**src/rtl/ppm_stream_pkg.sv**
```systemverilog
// Shared types, ASCII constants and elaboration-time helpers for the PGM (P5) UART streamer.
// The helpers build the header text from the image dimensions.
package ppm_stream_pkg;

  typedef enum logic [1:0] {
    IDLE,
    HEADER,
    PIXELS,
    DONE
  } state_e;

  localparam logic [7:0] ASCII_LF = 8'h0A;
  localparam logic [7:0] ASCII_SP = 8'h20;
  localparam logic [7:0] ASCII_0  = 8'h30;

  // Pixel counters are this wide so 9999*9999 cannot wrap.
  localparam int CNT_W = 27;

  function automatic int num_digits(input int v);
    int n;
    int r;
    n = 1;
    r = v;
    while (r >= 10) begin
      r = r / 10;
      n++;
    end
    return n;
  endfunction

  // k-th decimal digit of v, counted from the most significant digit.
  function automatic int digit_at(input int v, input int k);
    int r;
    int shifts;
    r = v;
    shifts = num_digits(v) - 1 - k;
    for (int i = 0; i < shifts; i++) r = r / 10;
    return r % 10;
  endfunction

  function automatic int hdr_len(input int w, input int h);
    return 9 + num_digits(w) + num_digits(h);
  endfunction

  // Byte idx of "P5\n<w> <h>\n255\n".
  function automatic logic [7:0] header_byte(input int idx, input int w, input int h);
    int dw;
    int dh;
    logic [7:0] b;
    dw = num_digits(w);
    dh = num_digits(h);
    if (idx == 0)                b = 8'h50;
    else if (idx == 1)           b = 8'h35;
    else if (idx == 2)           b = ASCII_LF;
    else if (idx < 3 + dw)       b = ASCII_0 + 8'(digit_at(w, idx - 3));
    else if (idx == 3 + dw)      b = ASCII_SP;
    else if (idx < 4 + dw + dh)  b = ASCII_0 + 8'(digit_at(h, idx - 4 - dw));
    else if (idx == 4 + dw + dh) b = ASCII_LF;
    else if (idx == 5 + dw + dh) b = 8'h32;
    else if (idx < 8 + dw + dh)  b = 8'h35;
    else                         b = ASCII_LF;
    return b;
  endfunction

endpackage

```
**src/rtl/ppm_uart_streamer_uart_tx.sv**
```systemverilog
// 8N1 serialiser. idle is also high in the last stop-bit cycle, so a new byte
// can be loaded there and follow with no gap.
module uart_tx #(
  parameter int CLKS_PER_BIT = 434
) (
  input  logic       clk,
  input  logic       reset,
  input  logic       load,
  input  logic [7:0] data,
  output logic       txd,
  output logic       idle
);

  localparam int CW = (CLKS_PER_BIT > 1) ? $clog2(CLKS_PER_BIT) : 1;

  logic          active_q, active_d;
  logic [3:0]    bit_q, bit_d;
  logic [CW-1:0] cnt_q, cnt_d;
  logic [9:0]    shift_q, shift_d;
  logic          txd_q, txd_d;
  logic          last_tick;

  assign last_tick = (cnt_q == CW'(CLKS_PER_BIT - 1));
  assign idle      = !active_q || ((bit_q == 4'd9) && last_tick);
  assign txd       = txd_q;

  always_comb begin
    // NOTE: every signal driven here gets a default first, so no latch is inferred.
    active_d = active_q;
    bit_d    = bit_q;
    cnt_d    = cnt_q;
    shift_d  = shift_q;
    txd_d    = txd_q;
    if (load && idle) begin
      active_d = 1'b1;
      bit_d    = 4'd0;
      cnt_d    = '0;
      shift_d  = {1'b1, data, 1'b0};
      txd_d    = 1'b0;
    end else if (active_q) begin
      if (last_tick) begin
        cnt_d = '0;
        if (bit_q == 4'd9) begin
          active_d = 1'b0;
          txd_d    = 1'b1;
        end else begin
          bit_d   = bit_q + 4'd1;
          shift_d = {1'b1, shift_q[9:1]};
          txd_d   = shift_q[1];
        end
      end else begin
        cnt_d = cnt_q + CW'(1);
      end
    end
  end

  always_ff @(posedge clk or posedge reset) begin
    // NOTE: non-blocking assignments so every flop samples the pre-edge values.
    if (reset) begin
      active_q <= 1'b0;
      bit_q    <= 4'd0;
      cnt_q    <= '0;
      shift_q  <= '1;
      txd_q    <= 1'b1;
    end else begin
      active_q <= active_d;
      bit_q    <= bit_d;
      cnt_q    <= cnt_d;
      shift_q  <= shift_d;
      txd_q    <= txd_d;
    end
  end

endmodule

```
**src/rtl/ppm_uart_streamer.sv**
```systemverilog
// Buffers the grayscale pixel stream in a small FIFO and sends one P5 frame
// (header then pixels) over the UART per start request.
module ppm_uart_streamer
  import ppm_stream_pkg::*;
#(
  parameter int CLK_HZ     = 50000000,
  parameter int BAUD       = 115200,
  parameter int IMG_W      = 640,
  parameter int IMG_H      = 480,
  parameter int FIFO_DEPTH = 16
) (
  input  logic       clk,
  input  logic       reset,
  input  logic       start,
  input  logic [7:0] pix_data,
  input  logic       pix_valid,
  output logic       pix_ready,
  output logic       uart_txd,
  output logic       busy,
  output logic       frame_done,
  output logic       overflow
);

  localparam int CLKS_PER_BIT = CLK_HZ / BAUD;
  localparam int HDR_LEN      = hdr_len(IMG_W, IMG_H);
  localparam int HDR_W        = $clog2(HDR_LEN);
  localparam int PTR_W        = $clog2(FIFO_DEPTH);
  localparam logic [CNT_W-1:0] TOTAL = CNT_W'(IMG_W * IMG_H);

  state_e             state_q, state_d;
  logic [HDR_W-1:0]   hdr_idx_q, hdr_idx_d;
  logic [CNT_W-1:0]   acc_cnt_q, acc_cnt_d;
  logic [CNT_W-1:0]   sent_cnt_q, sent_cnt_d;
  logic               busy_q, busy_d;
  logic               frame_done_q, frame_done_d;
  logic               overflow_q, overflow_d;
  logic [PTR_W-1:0]   wr_ptr_q, wr_ptr_d;
  logic [PTR_W-1:0]   rd_ptr_q, rd_ptr_d;
  logic [PTR_W:0]     fifo_cnt_q, fifo_cnt_d;
  logic [7:0]         mem_q [FIFO_DEPTH];
  logic [7:0]         hdr_rom [HDR_LEN];

  logic       in_frame, fifo_empty, fifo_full, push, pop;
  logic       tx_load, tx_idle;
  logic [7:0] tx_data;

  for (genvar i = 0; i < HDR_LEN; i++) begin : g_hdr
    localparam logic [7:0] HB = header_byte(i, IMG_W, IMG_H);
    assign hdr_rom[i] = HB;
  end

  assign in_frame   = (state_q == HEADER) || (state_q == PIXELS);
  assign fifo_empty = (fifo_cnt_q == '0);
  assign fifo_full  = (fifo_cnt_q == (PTR_W + 1)'(FIFO_DEPTH));
  assign pix_ready  = in_frame && !fifo_full && (acc_cnt_q < TOTAL);
  assign push       = pix_valid && pix_ready;

  always_comb begin
    state_d      = state_q;
    hdr_idx_d    = hdr_idx_q;
    acc_cnt_d    = acc_cnt_q;
    sent_cnt_d   = sent_cnt_q;
    busy_d       = busy_q;
    frame_done_d = 1'b0;
    overflow_d   = overflow_q;
    pop          = 1'b0;
    tx_load      = 1'b0;
    tx_data      = hdr_rom[hdr_idx_q];

    if (push) acc_cnt_d = acc_cnt_q + CNT_W'(1);
    // Beats refused only because the frame already has all its pixels are not an error.
    if (in_frame && pix_valid && !pix_ready && (acc_cnt_q < TOTAL)) overflow_d = 1'b1;

    case (state_q)
      IDLE: begin
        if (start) begin
          state_d    = HEADER;
          busy_d     = 1'b1;
          overflow_d = 1'b0;
          acc_cnt_d  = '0;
          sent_cnt_d = '0;
          hdr_idx_d  = '0;
        end
      end
      HEADER: begin
        if (tx_idle) begin
          tx_load = 1'b1;
          if (hdr_idx_q == HDR_W'(HDR_LEN - 1)) state_d = PIXELS;
          else hdr_idx_d = hdr_idx_q + HDR_W'(1);
        end
      end
      PIXELS: begin
        if (sent_cnt_q == TOTAL) begin
          if (tx_idle) begin
            state_d      = DONE;
            busy_d       = 1'b0;
            frame_done_d = 1'b1;
          end
        end else if (tx_idle && !fifo_empty) begin
          tx_load    = 1'b1;
          tx_data    = mem_q[rd_ptr_q];
          pop        = 1'b1;
          sent_cnt_d = sent_cnt_q + CNT_W'(1);
        end
      end
      DONE:    state_d = IDLE;
      default: state_d = IDLE;
    endcase

    wr_ptr_d = push ? wr_ptr_q + PTR_W'(1) : wr_ptr_q;
    rd_ptr_d = pop ? rd_ptr_q + PTR_W'(1) : rd_ptr_q;
    case ({push, pop})
      2'b10:   fifo_cnt_d = fifo_cnt_q + (PTR_W + 1)'(1);
      2'b01:   fifo_cnt_d = fifo_cnt_q - (PTR_W + 1)'(1);
      default: fifo_cnt_d = fifo_cnt_q;
    endcase
  end

  always_ff @(posedge clk or posedge reset) begin
    if (reset) begin
      state_q      <= IDLE;
      hdr_idx_q    <= '0;
      acc_cnt_q    <= '0;
      sent_cnt_q   <= '0;
      busy_q       <= 1'b0;
      frame_done_q <= 1'b0;
      overflow_q   <= 1'b0;
      wr_ptr_q     <= '0;
      rd_ptr_q     <= '0;
      fifo_cnt_q   <= '0;
    end else begin
      state_q      <= state_d;
      hdr_idx_q    <= hdr_idx_d;
      acc_cnt_q    <= acc_cnt_d;
      sent_cnt_q   <= sent_cnt_d;
      busy_q       <= busy_d;
      frame_done_q <= frame_done_d;
      overflow_q   <= overflow_d;
      wr_ptr_q     <= wr_ptr_d;
      rd_ptr_q     <= rd_ptr_d;
      fifo_cnt_q   <= fifo_cnt_d;
    end
  end

  // NOTE: the storage array has no reset; the pointers and count alone say which entries are valid.
  always_ff @(posedge clk) begin
    if (push) mem_q[wr_ptr_q] <= pix_data;
  end

  uart_tx #(
    .CLKS_PER_BIT(CLKS_PER_BIT)
  ) u_uart_tx (
    .clk  (clk),
    .reset(reset),
    .load (tx_load),
    .data (tx_data),
    .txd  (uart_txd),
    .idle (tx_idle)
  );

  assign busy       = busy_q;
  assign frame_done = frame_done_q;
  assign overflow   = overflow_q;

endmodule

```
**config.mk**
```make
export PLATFORM = sky130hd
export DESIGN_NAME = ppm_uart_streamer
export DESIGN_NICKNAME = d
export VERILOG_FILES = /design/src/rtl/ppm_stream_pkg.sv /design/src/rtl/ppm_uart_streamer_uart_tx.sv /design/src/rtl/ppm_uart_streamer.sv
export SDC_FILE = /design/constraint.sdc
export NUM_CORES = 1
export LEC_CHECK = 0
export CAP_MARGIN = 5
export CORE_ASPECT_RATIO = 0.5
export CORE_MARGIN = 10
export CORE_UTILIZATION = 67
export CTS_BUF_LIST = sky130_fd_sc_hd__clkbuf_4 sky130_fd_sc_hd__clkbuf_8
export DETAILED_ROUTE_END_ITERATION = 7
export PLACE_DENSITY = 0.92
export SETUP_SLACK_MARGIN = 0.02
export SLEW_MARGIN = 20
export SYNTH_ARGS = -nofsm -noshare
export SYNTH_HDL_FRONTEND = slang
export SYNTH_SLANG_ARGS = --single-unit
```
**constraint.sdc**
```tcl
create_clock -name clk -period 8.65 [get_ports clk]
set_clock_uncertainty 0.15 [all_clocks]
set_input_delay 1.2975 -clock clk [delete_from_list [all_inputs] [get_ports clk]]
set_output_delay 1.2975 -clock clk [all_outputs]
set_load 0.01 [all_outputs]
```
Word-level counts from Yosys, hierarchy flattened --
Memories as Yosys holds them, arrays and structs flattened. Index checks and enable logic that the tools add are counted.
Storage, ports and cells: bits in registers 101, memories kept 2, bits in read-only memories 128, memory bits (writable) 128, logic and storage cells 134, output and inout port bits 5
Memory list:
- (name not given) | depth 16, bits a word 8, rd ports 1, clocked after Yosys merged registers in 0, wr ports 0, RTL line ppm_uart_streamer.sv:68 | tx_data = hdr_rom[hdr_idx_q];
- mem_q | depth 16, bits a word 8, rd ports 1, clocked after Yosys merged registers in 0, wr ports 1, RTL line ppm_uart_streamer.sv:40 | logic [7:0] mem_q [FIFO_DEPTH];
Cells by class: reduce and logical (&&, ||, !) cells 28, bitwise logic cells 1, equal/unequal tests 19, mux-type cells 58, add/subtract/negate cells 9, $lt $le $gt $ge 2
Operators with widths (count):
- 2-to-1 mux 27 bit | 6
- adder 27 x 1 -> 27 bit, second input constant | 2
- case mux 27 bit (2 select lines) | 1
- 2-to-1 mux 10 bit | 4
- 2-to-1 mux 8 bit | 5
- 2-to-1 mux 4 bit | 7
- equality test 27 x 19 -> 1 bit, second input constant | 1
- < comparator 27 x 19 -> 1 bit, second input constant | 1
- 2-to-1 mux 9 bit | 3
- 2-to-1 mux 1 bit | 22
- adder 4 x 1 -> 4 bit, second input constant | 4
- != test 2 bit, second input constant | 6
- AND reduction 4 bit | 3
- 2-to-1 mux 2 bit | 5
- case mux 5 bit (2 select lines) | 1
- nonzero test 2 bit | 5
- adder 9 x 1 -> 9 bit, second input constant | 1
- equality test 9 bit, second input constant | 1
- logical AND 1 bit | 9
- equality test 4 bit, second input constant | 2
- case mux 2 bit (4 select lines) | 1
- case mux 4 bit (2 select lines) | 1
- equality test 2 bit, second input constant | 3
- != test 2 x 1 -> 1 bit, second input constant | 3
- other kinds (14) | 20

Longest topological paths before layout --
Gate-level depths: netlist (run 1).
word-level depth 10, mapped depth 17, gate-level depth less buffers 15

Hierarchy --
A second synthesis (run 1) with hierarchy kept.
Second synthesis, totals: cell total of the unflattened synthesis 798, area, all modules 10577.6 µm²
By module, submodules not included:
- ppm_uart_streamer | area an instance 9307.7 µm², sequential area each 5745.5 µm², cells an instance 688, times used 1
- uart_tx | area an instance 1270.0 µm², sequential area each 586.8 µm², cells an instance 110, times used 1

Least setup slack after synthesis (run 1) --
No wires, ideal clock.
kind input port to flip-flop, from input port pix_valid, to register fifo_cnt_q[2], setup slack 5.114 ns, library setup time 0.132 ns, arrival 3.254 ns, cell stages on the path 12, buffers on the path 2, required time 8.368 ns, cells stage by stage nand2_1 > a2111oi_4 > buf_2 > inv_1 > ha_1 > clkbuf_1 > xor2_1 > ha_1 > a21oi_1 > xor2_1 > nor2_1 > xor2_1
On the way: longest elaborated chain between the ends 3
RTL lines:
- start, declared | RTL line ppm_uart_streamer.sv:16 | input logic pix_valid,
- logical AND 1 bit (*) | RTL line ppm_uart_streamer.sv:56 | assign push = pix_valid && pix_ready;
- equality test 2 x 1 -> 1 bit or equality test 2 bit (tied branches) | RTL line ppm_uart_streamer.sv:112 | case ({push, pop})
- case mux 5 bit (2 select lines) or nonzero test 2 bit (tied branches)
- end signal, assigned | RTL line ppm_uart_streamer.sv:141 | fifo_cnt_q <= fifo_cnt_d;
- end, declared | RTL line ppm_uart_streamer.sv:39 | logic [PTR_W:0] fifo_cnt_q, fifo_cnt_d;
Every way passes the cells marked *; elsewhere a longest branch is shown, timed or not. A chain may end at the register's enable or synchronous reset.

Worst setup path after layout (run 1) --
from register fifo_cnt_q[0], to output port pix_ready
On the way: longest elaborated chain between the ends 4
RTL lines:
- equality test 5 bit | RTL line ppm_uart_streamer.sv:54 | assign fifo_full = (fifo_cnt_q == (PTR_W + 1)'(FIFO_DEPTH));
- zero test 1 bit | RTL line ppm_uart_streamer.sv:55 | assign pix_ready = in_frame && !fifo_full && (acc_cnt_q < TOTAL);
- logical AND 1 bit (2 in a row) | RTL line ppm_uart_streamer.sv:55
- end, declared | RTL line ppm_uart_streamer.sv:17 | output logic pix_ready,
Every way passes these cells.

==> flow_metrics.env, run 1 <==
export IMPL_status="complete, no violations"
export IMPL_clock_latency_ns=0.59
export IMPL_setup_viol=0
export IMPL_ys_seq_elements=227
export IMPL_syn_avg_cell_area_sq_um=12.72
export IMPL_rr_startpoint="u_uart_tx.cnt_q[1]"
export IMPL_post_cts_resized=0
export IMPL_avgRoutedWirePerCell_um=19.86
export IMPL_cts_buffers=30
export IMPL_vias=6819
export IMPL_firstDrtPassIters=5
export IMPL_synth_top_cell_area_share_pct=37.17
export IMPL_grt_overflow=0
export IMPL_final_antenna_net_count=0
export IMPL_critPathSlowestCell="or4_1"
export IMPL_r2r_setup_slack_ns=4.83
export IMPL_die_area_sq_um=21110
export IMPL_syn_cell_area_sq_um=10340
export IMPL_hold_start="acc_cnt_q[23]"
export IMPL_portBuffers=16
export IMPL_path_clk_slew_ns=0.07
export IMPL_power_mw=1.981
export IMPL_start_util_pct=69.98
export IMPL_wirelength_um=20770
export IMPL_vdd_drop_max_uv=162.3
export IMPL_synth_edf_count=128
export IMPL_core_area_sq_um=14780
export IMPL_drcViolationCount=0
export IMPL_worst_path_dominant_cell_family="simple AND/OR/NAND/NOR gates"
export IMPL_layout_min_cycle_time_ns=4.162
export IMPL_required_ns=7.20
export IMPL_yosys_top_cells_area="edfxtp_1 37%, dfrtp_1 22%, mux4_2 4.6%"
export IMPL_yosysUniqueCellTypes=60
export IMPL_async_flop_share_pct=43.61
export IMPL_grt_pass1_vias=6580
export IMPL_dp_cells=991
export IMPL_relSlewSlack_pct=28.71
export IMPL_power_density_nw_per_um2=176.0
export IMPL_cp_end_kind="output port"
export IMPL_hold_end="acc_cnt_q[23]"
export IMPL_yosys_warnings=0
export IMPL_worstPathCellList="or4_1 -> nor2_1 -> a211oi_1 -> and2_1 -> clkdlybuf4s50_1"
export IMPL_rows=31
export IMPL_max_freq_mhz=240.3
export IMPL_rsz0062_at_grt="false"
export IMPL_synth_cells=813
export IMPL_worstMarginPinSlew_ns=1.069
export IMPL_grt_pass1_wl_um=33800
export IMPL_drive_gt1_share_pct=11.20
export IMPL_ctsLongestPathBuffers=3
export IMPL_layout_cells_most_common_list="128 x edfxtp_1, 89 x dfrtp_1, 61 x nand2_1, 60 x nor2_1, 41 x o21ai_0"
export IMPL_cts_tree="done"
export IMPL_p_leak_nw=4.254
export IMPL_crit_path_start_kind="flop"
export IMPL_io_pins=17
export IMPL_cts_root_buffer="clkbuf_8"
export IMPL_syn_num_nets=848
export IMPL_reg2reg_depth=15
export IMPL_critical_path_max_fanout=5
export IMPL_drt_vias_per_instance=6.519
export IMPL_chipHeight_um=107.9
export IMPL_holdPathStages=1
export IMPL_die_w_um=195.7
export IMPL_critical_path_class="flop to output port"
export IMPL_cp_arrival_ns=2.71
export IMPL_postCtsSetupBuffers=0
export IMPL_critical_path_buf_inv_count=1
export IMPL_utilization_pct=76.17
export IMPL_synth_ff_type="edfxtp_1"
export IMPL_tns_ns=0
export IMPL_final_common_cell="edfxtp_1"
export IMPL_fin_cells=1046
export IMPL_rr_endpoint="fifo_cnt_q[4]"
export IMPL_first_iter_violations=637
export IMPL_syn2layout_area_growth_pct=8.856
export IMPL_nNetsFinal=860
export IMPL_clkSinkCount=227
export IMPL_cpPeakStageDelay_ns=0.62
export IMPL_maxCapViolCount=0
export IMPL_fin_crit_sh_pct=48.11
export IMPL_htree_levels=1
export IMPL_antenna_cells=0
export IMPL_netlist_top_cell_by_area="edfxtp_1"
export IMPL_grt_total_usage_pct=19.40
export IMPL_synth_seq_area_share_pct=61.23
export IMPL_hpwl_um=13300
export IMPL_hold_viol=0
export IMPL_hold_class="flop to flop"
export IMPL_routabilityCongestion=0.8467
export IMPL_ctsHoldBuffers=0
export IMPL_antenna_found_initial=0
export IMPL_drv_slew=0
export IMPL_grt_max_degree=67
metal layers:
metal  global-route usage [%]  part of all wire (%)  up-vias
met3                    3.358                   7.4       28
met1                    25.55                    42     3409
li1                         -                     -     3106
met5                        0                     0        -
met4                    5.146                   1.7        0
met2                    32.86                    48      276
worst max-delay path by stage:
| stage | slack (ns) | startpoint | depth (start not counted) | end |
|---|---|---|---|---|
| final | 4.49 | fifo_cnt_q[0] | 5 | pix_ready |
| after global routing | 4.37 | fifo_cnt_q[2] | 5 | pix_ready |
| after CTS | 4.48 | fifo_cnt_q[0] | 5 | pix_ready |
| after detailed placement | 4.61 | pix_valid | 13 | fifo_cnt_q[4] |
| after global placement | 4.70 | pix_valid | 12 | fifo_cnt_q[2] |
| after floorplan | 4.63 | reset | 1 | acc_cnt_q[0] |
final cells by class:
cell class                 instances  area, sq um
clock inverter                    16        105.1
fill                             860         3521
tap                              198        247.7
sequential                       227         6334
timing repair buffer              21        197.7
clock buffer                      39        511.7
inverter                          17        66.31
multi-input combinational        528         3795
state kept, by name, indices dropped and copies added (netlist names), 2 cells and up:
register           flops
mem_q                128
acc_cnt_q             27
sent_cnt_q            27
u_uart_tx.cnt_q        9
u_uart_tx.shift_q      8
fifo_cnt_q             5
hdr_idx_q              4
rd_ptr_q               4
u_uart_tx.bit_q        4
wr_ptr_q               4
state_q                2
worst reg2reg max path: stages (launching register included):
cell,delay (ns)
dfrtp_1,0.41
inv_1,0.09
ha_1,0.14
nand4b_1,0.14
or2_2,0.36
o21ai_1,0.34
nand2_1,0.31
inv_1,0.43
ha_1,0.42
xor2_1,0.18
ha_1,0.20
nand2_1,0.07
nor2_1,0.08
o21ai_0,0.09
a31oi_1,0.21
xnor2_1,0.13
metrics by stage:
stage	worst slack, ns	hold WS [ns]	cell area [sq um]
2_1_floorplan	4.627	0.2935	10340
3_3_place_gp	4.704	0.3098	10620
3_5_place_dp	4.611	0.3176	10620
4_1_cts	4.481	0.3339	11240
5_1_grt	4.369	0.3417	11260
6_report	4.488	0.3312	11260
where the power goes:
part	leakage, nW	internal, mW	switching (mW)
sequential	2.44	1.15	0.0000000000000000126
combinational	1.49	0.00498	0.0188
clock	0.325	0.419	0.393
synth_stat cells, types with 8 or more instances:
library cell	n
edfxtp_1	128
dfrtp_1	90
nand2_1	61
nor2_1	60
o21ai_0	41
mux2i_1	34
a21oi_1	32
clkbuf_1	27
ha_1	23
xor2_1	23
mux4_2	21
nand3_1	20
nand4_1	20
and3_1	19
and2_1	18
inv_1	16
or3_1	14
a221oi_1	12
buf_2	10
or4_1	10
xnor2_1	10
dfstp_2	9
o31ai_1	9
a22oi_1	8
a31oi_1	8
nor3_1	8
nor4_1	8
cell families (layout without fill, tap and decap cells):
group,after synthesis,in the layout,share of synthesized area [%]
DFF,227,227,61.23
and+or+nand+nor,265,265,13.30
xor gates and xnor gates,33,33,2.795
adders and majority gates,23,23,2.783
buffers and inverters,58,93,2.263
muxes,58,58,8.191
AOI/OAI and AO/OA,149,149,9.438
Power figures use the tool's default switching activity.
==> run 2, diff against run 1 <==
--- a/config.mk
+++ b/config.mk
@@ -8,10 +8,10 @@
 export CAP_MARGIN = 5
 export CORE_ASPECT_RATIO = 0.5
 export CORE_MARGIN = 10
-export CORE_UTILIZATION = 67
+export CORE_UTILIZATION = 65
 export CTS_BUF_LIST = sky130_fd_sc_hd__clkbuf_4 sky130_fd_sc_hd__clkbuf_8
 export DETAILED_ROUTE_END_ITERATION = 7
-export PLACE_DENSITY = 0.92
+export PLACE_DENSITY = 0.89
 export SETUP_SLACK_MARGIN = 0.02
 export SLEW_MARGIN = 20
 export SYNTH_ARGS = -nofsm -noshare
==> constraint.sdc (replaced) <==
create_clock -name clk -period 4.25 [get_ports clk]
set_clock_uncertainty 0.15 [all_clocks]
set_input_delay 0.6375 -clock clk [delete_from_list [all_inputs] [get_ports clk]]
set_output_delay 0.6375 -clock clk [all_outputs]
set_load 0.01 [all_outputs]
==> run 2 against run 1 <==
  * Register-to-register slack got worse by 4.0 ns
  * Worst hold slack worse by 0.00091 ns
  * Worst setup slack worse by 3.7 ns
  * Combinational power is 100% higher
  * Final area up 0.84%
  * Power increased by 110%
  * Wire length rose by 5.5%
  * Non-clock buffer count grew 8
  * Largest cell class unchanged
==> flow_metrics.env, run 2 (same netlist as run 1, synthesis figures left out) <==
export IMPL_intPower_mw=3.288
export IMPL_p_comb_share_pct=1.2
export IMPL_grt_pass1_wl_um=35380
export IMPL_fill_cells=927
export IMPL_layout_min_cycle_time_ns=3.464
export IMPL_io_pins=17
export IMPL_vias=6930
export IMPL_register_area_sq_um=6334
export IMPL_pwr_share_seq_pct=56.4
export IMPL_p_leak_nw=4.314
export IMPL_chipHeight_um=109.2
export IMPL_relSlewSlack_pct=33.92
export IMPL_drv_slew=0
export IMPL_cts_buffers=31
export IMPL_avgRoutedWirePerCell_um=20.62
export IMPL_grt_total_usage_pct=20.36
export IMPL_final_common_cell="edfxtp_1"
export IMPL_core_area_sq_um=15490
export IMPL_die_w_um=198.4
export IMPL_p_clk_share_pct=42.4
export IMPL_p_switching_uw=845.0
export IMPL_critical_path_class="flop to flop"
export IMPL_hold_viol=0
export IMPL_worstMarginPinSlew_ns=0.9891
export IMPL_power_density_nw_per_um2=364.1
export IMPL_critical_path_max_fanout=10
export IMPL_ctsLongestPathBuffers=3
export IMPL_first_iter_violations=683
export IMPL_antenna_found_initial=0
export IMPL_wirelength_um=21920
export IMPL_holdPathStages=1
export IMPL_drt_vias_per_instance=6.519
export IMPL_routabilityCongestion=0.8441
export IMPL_cpPeakStageDelay_ns=0.73
export IMPL_cts_tree="done"
export IMPL_start_util_pct=66.74
export IMPL_rr_startpoint="acc_cnt_q[12]"
export IMPL_grt_max_degree=89
export IMPL_setup_viol=0
export IMPL_reg2reg_depth=11
export IMPL_crit_top_cell="xor2_1"
export IMPL_antenna_cells=0
export IMPL_r2r_setup_slack_ns=0.79
export IMPL_htree_levels=1
export IMPL_vdd_drop_max_uv=374.6
export IMPL_crit_path_start_kind="flop"
export IMPL_clkSinkCount=227
export IMPL_critPathSlowestCell="a2111oi_4"
export IMPL_cp_arrival_ns=3.78
export IMPL_drcViolationCount=0
export IMPL_ctsHoldBuffers=0
export IMPL_fin_hold_ws_ns=0.3303
export IMPL_cts_root_buffer="clkbuf_8"
export IMPL_reg_top3="mem_q: 128 flops, acc_cnt_q: 27 flops, sent_cnt_q: 27 flops"
export IMPL_worstPathCellList="a21o_1 -> a211o_1 -> a2111oi_4 -> inv_1 -> ha_1 -> xor2_1 -> ha_1 -> a21oi_1 -> xor2_1 -> nor2_1 -> xor2_1"
export IMPL_rr_endpoint="fifo_cnt_q[2]"
export IMPL_nNetsFinal=869
export IMPL_required_ns=4.56
export IMPL_syn2layout_area_growth_pct=9.776
export IMPL_status="complete, no violations"
export IMPL_hpwl_um=14060
export IMPL_post_cts_resized=0
export IMPL_top_register="mem_q"
export IMPL_postCtsSetupBuffers=0
export IMPL_drive_gt1_share_pct=12.92
export IMPL_multi_input_area_sq_um=3775
export IMPL_hold_end="acc_cnt_q[23]"
export IMPL_rsz0062_at_grt="false"
export IMPL_path_clk_slew_ns=0.07
export IMPL_hold_class="flop to flop"
export IMPL_maxCapViolCount=0
export IMPL_cp_end_kind="flop"
export IMPL_max_freq_mhz=288.7
export IMPL_layout_cells_most_common_list="128 x edfxtp_1, 89 x dfrtp_1, 61 x nand2_1, 60 x nor2_1, 41 x o21ai_0"
export IMPL_rows=32
export IMPL_grt_overflow=0
export IMPL_firstDrtPassIters=7
export IMPL_clock_latency_ns=0.58
export IMPL_portBuffers=16
export IMPL_tns_ns=0
export IMPL_largest_reg_flops=128
export IMPL_die_area_sq_um=21660
export IMPL_hold_start="acc_cnt_q[23]"
export IMPL_swShare_pct=20.44
export IMPL_final_antenna_net_count=0
export IMPL_grt_pass1_vias=6771
export IMPL_fin_crit_sh_pct=81.51
-- run 2: changes by cell type in the layout (fill, tap and decap cells not counted), sizes merged --
cell and change:
clkbuf +17, bufinv -1, clkinv -13, buf +8
-- run 2: how the worst max path moves through the flow --
| stage | cells past startpoint | to | slack (ns) | from |
|---|---|---|---|---|
| after floorplan | 1 | acc_cnt_q[0] | 0.89 | reset |
| after global placement | 11 | fifo_cnt_q[2] | 0.87 | pix_valid |
| after detailed placement | 11 | fifo_cnt_q[2] | 0.75 | pix_valid |
| after CTS | 5 | pix_ready | 0.79 | fifo_cnt_q[2] |
| after global routing | 15 | fifo_cnt_q[4] | 0.51 | u_uart_tx.cnt_q[1] |
| final | 11 | fifo_cnt_q[2] | 0.79 | acc_cnt_q[12] |
-- run 2: cell type report --
class,instances,share of cell area [%]
repair buffers,29,2.270
clock inverters,2,0.1433
inverters,17,0.6062
clock buffers,56,5.687
flip-flops and latches,227,55.79
multi-input cells,528,33.25
well taps,204,2.248
-- run 2: power groups by stage --
| stage | logic [mW] | registers, mW | clock network (mW) |
|---|---|---|---|
| floorplan | 0.0145 | 2.38 | 0 |
| global placement | 0.0472 | 2.38 | 0 |
| detailed placement | 0.0497 | 2.38 | 0 |
| CTS | 0.0494 | 2.33 | 1.77 |
| global route | 0.0550 | 2.33 | 1.86 |
| finish | 0.0484 | 2.33 | 1.75 |
-- run 2: worst max-delay path, delay by kind of cell, from the launching register on --
family	cells	cell delay [ns]
XOR/XNOR	3	0.50
buffers and inverters	1	0.21
AO/OA/AOI/OAI	4	1.44
adder cells (fa/ha/maj)	2	0.56
AND/OR/NAND/NOR	1	0.07
flip-flops	1	0.43
-- run 2: through the flow --
step	setup WS, ns	power, mW	cells	instance area [sq um]	util [%]
after floorplan	0.8870	2.390	813	10340	-
after global placement	0.8704	2.422	1005	10690	68.98
after detailed placement	0.7544	2.425	1005	10690	68.98
after CTS	0.7854	4.149	1063	11350	73.25
after global routing	0.5120	4.249	1063	11350	73.26
final	0.7856	4.133	1063	11350	73.26
-- run 2: metal layers --
| layer | wire length (um) | share of wire, % | vias up | global-route usage [%] |
|---|---|---|---|---|
| met1 | 9260 | 42 | 3438 | 26.87 |
| met4 | 495 | 2.3 | 0 | 6.104 |
| met2 | 10650 | 49 | 327 | 34.33 |
| met3 | 1518 | 6.9 | 47 | 3.506 |
| li1 | - | - | 3118 | - |
| met5 | 0 | 0 | - | 0 |
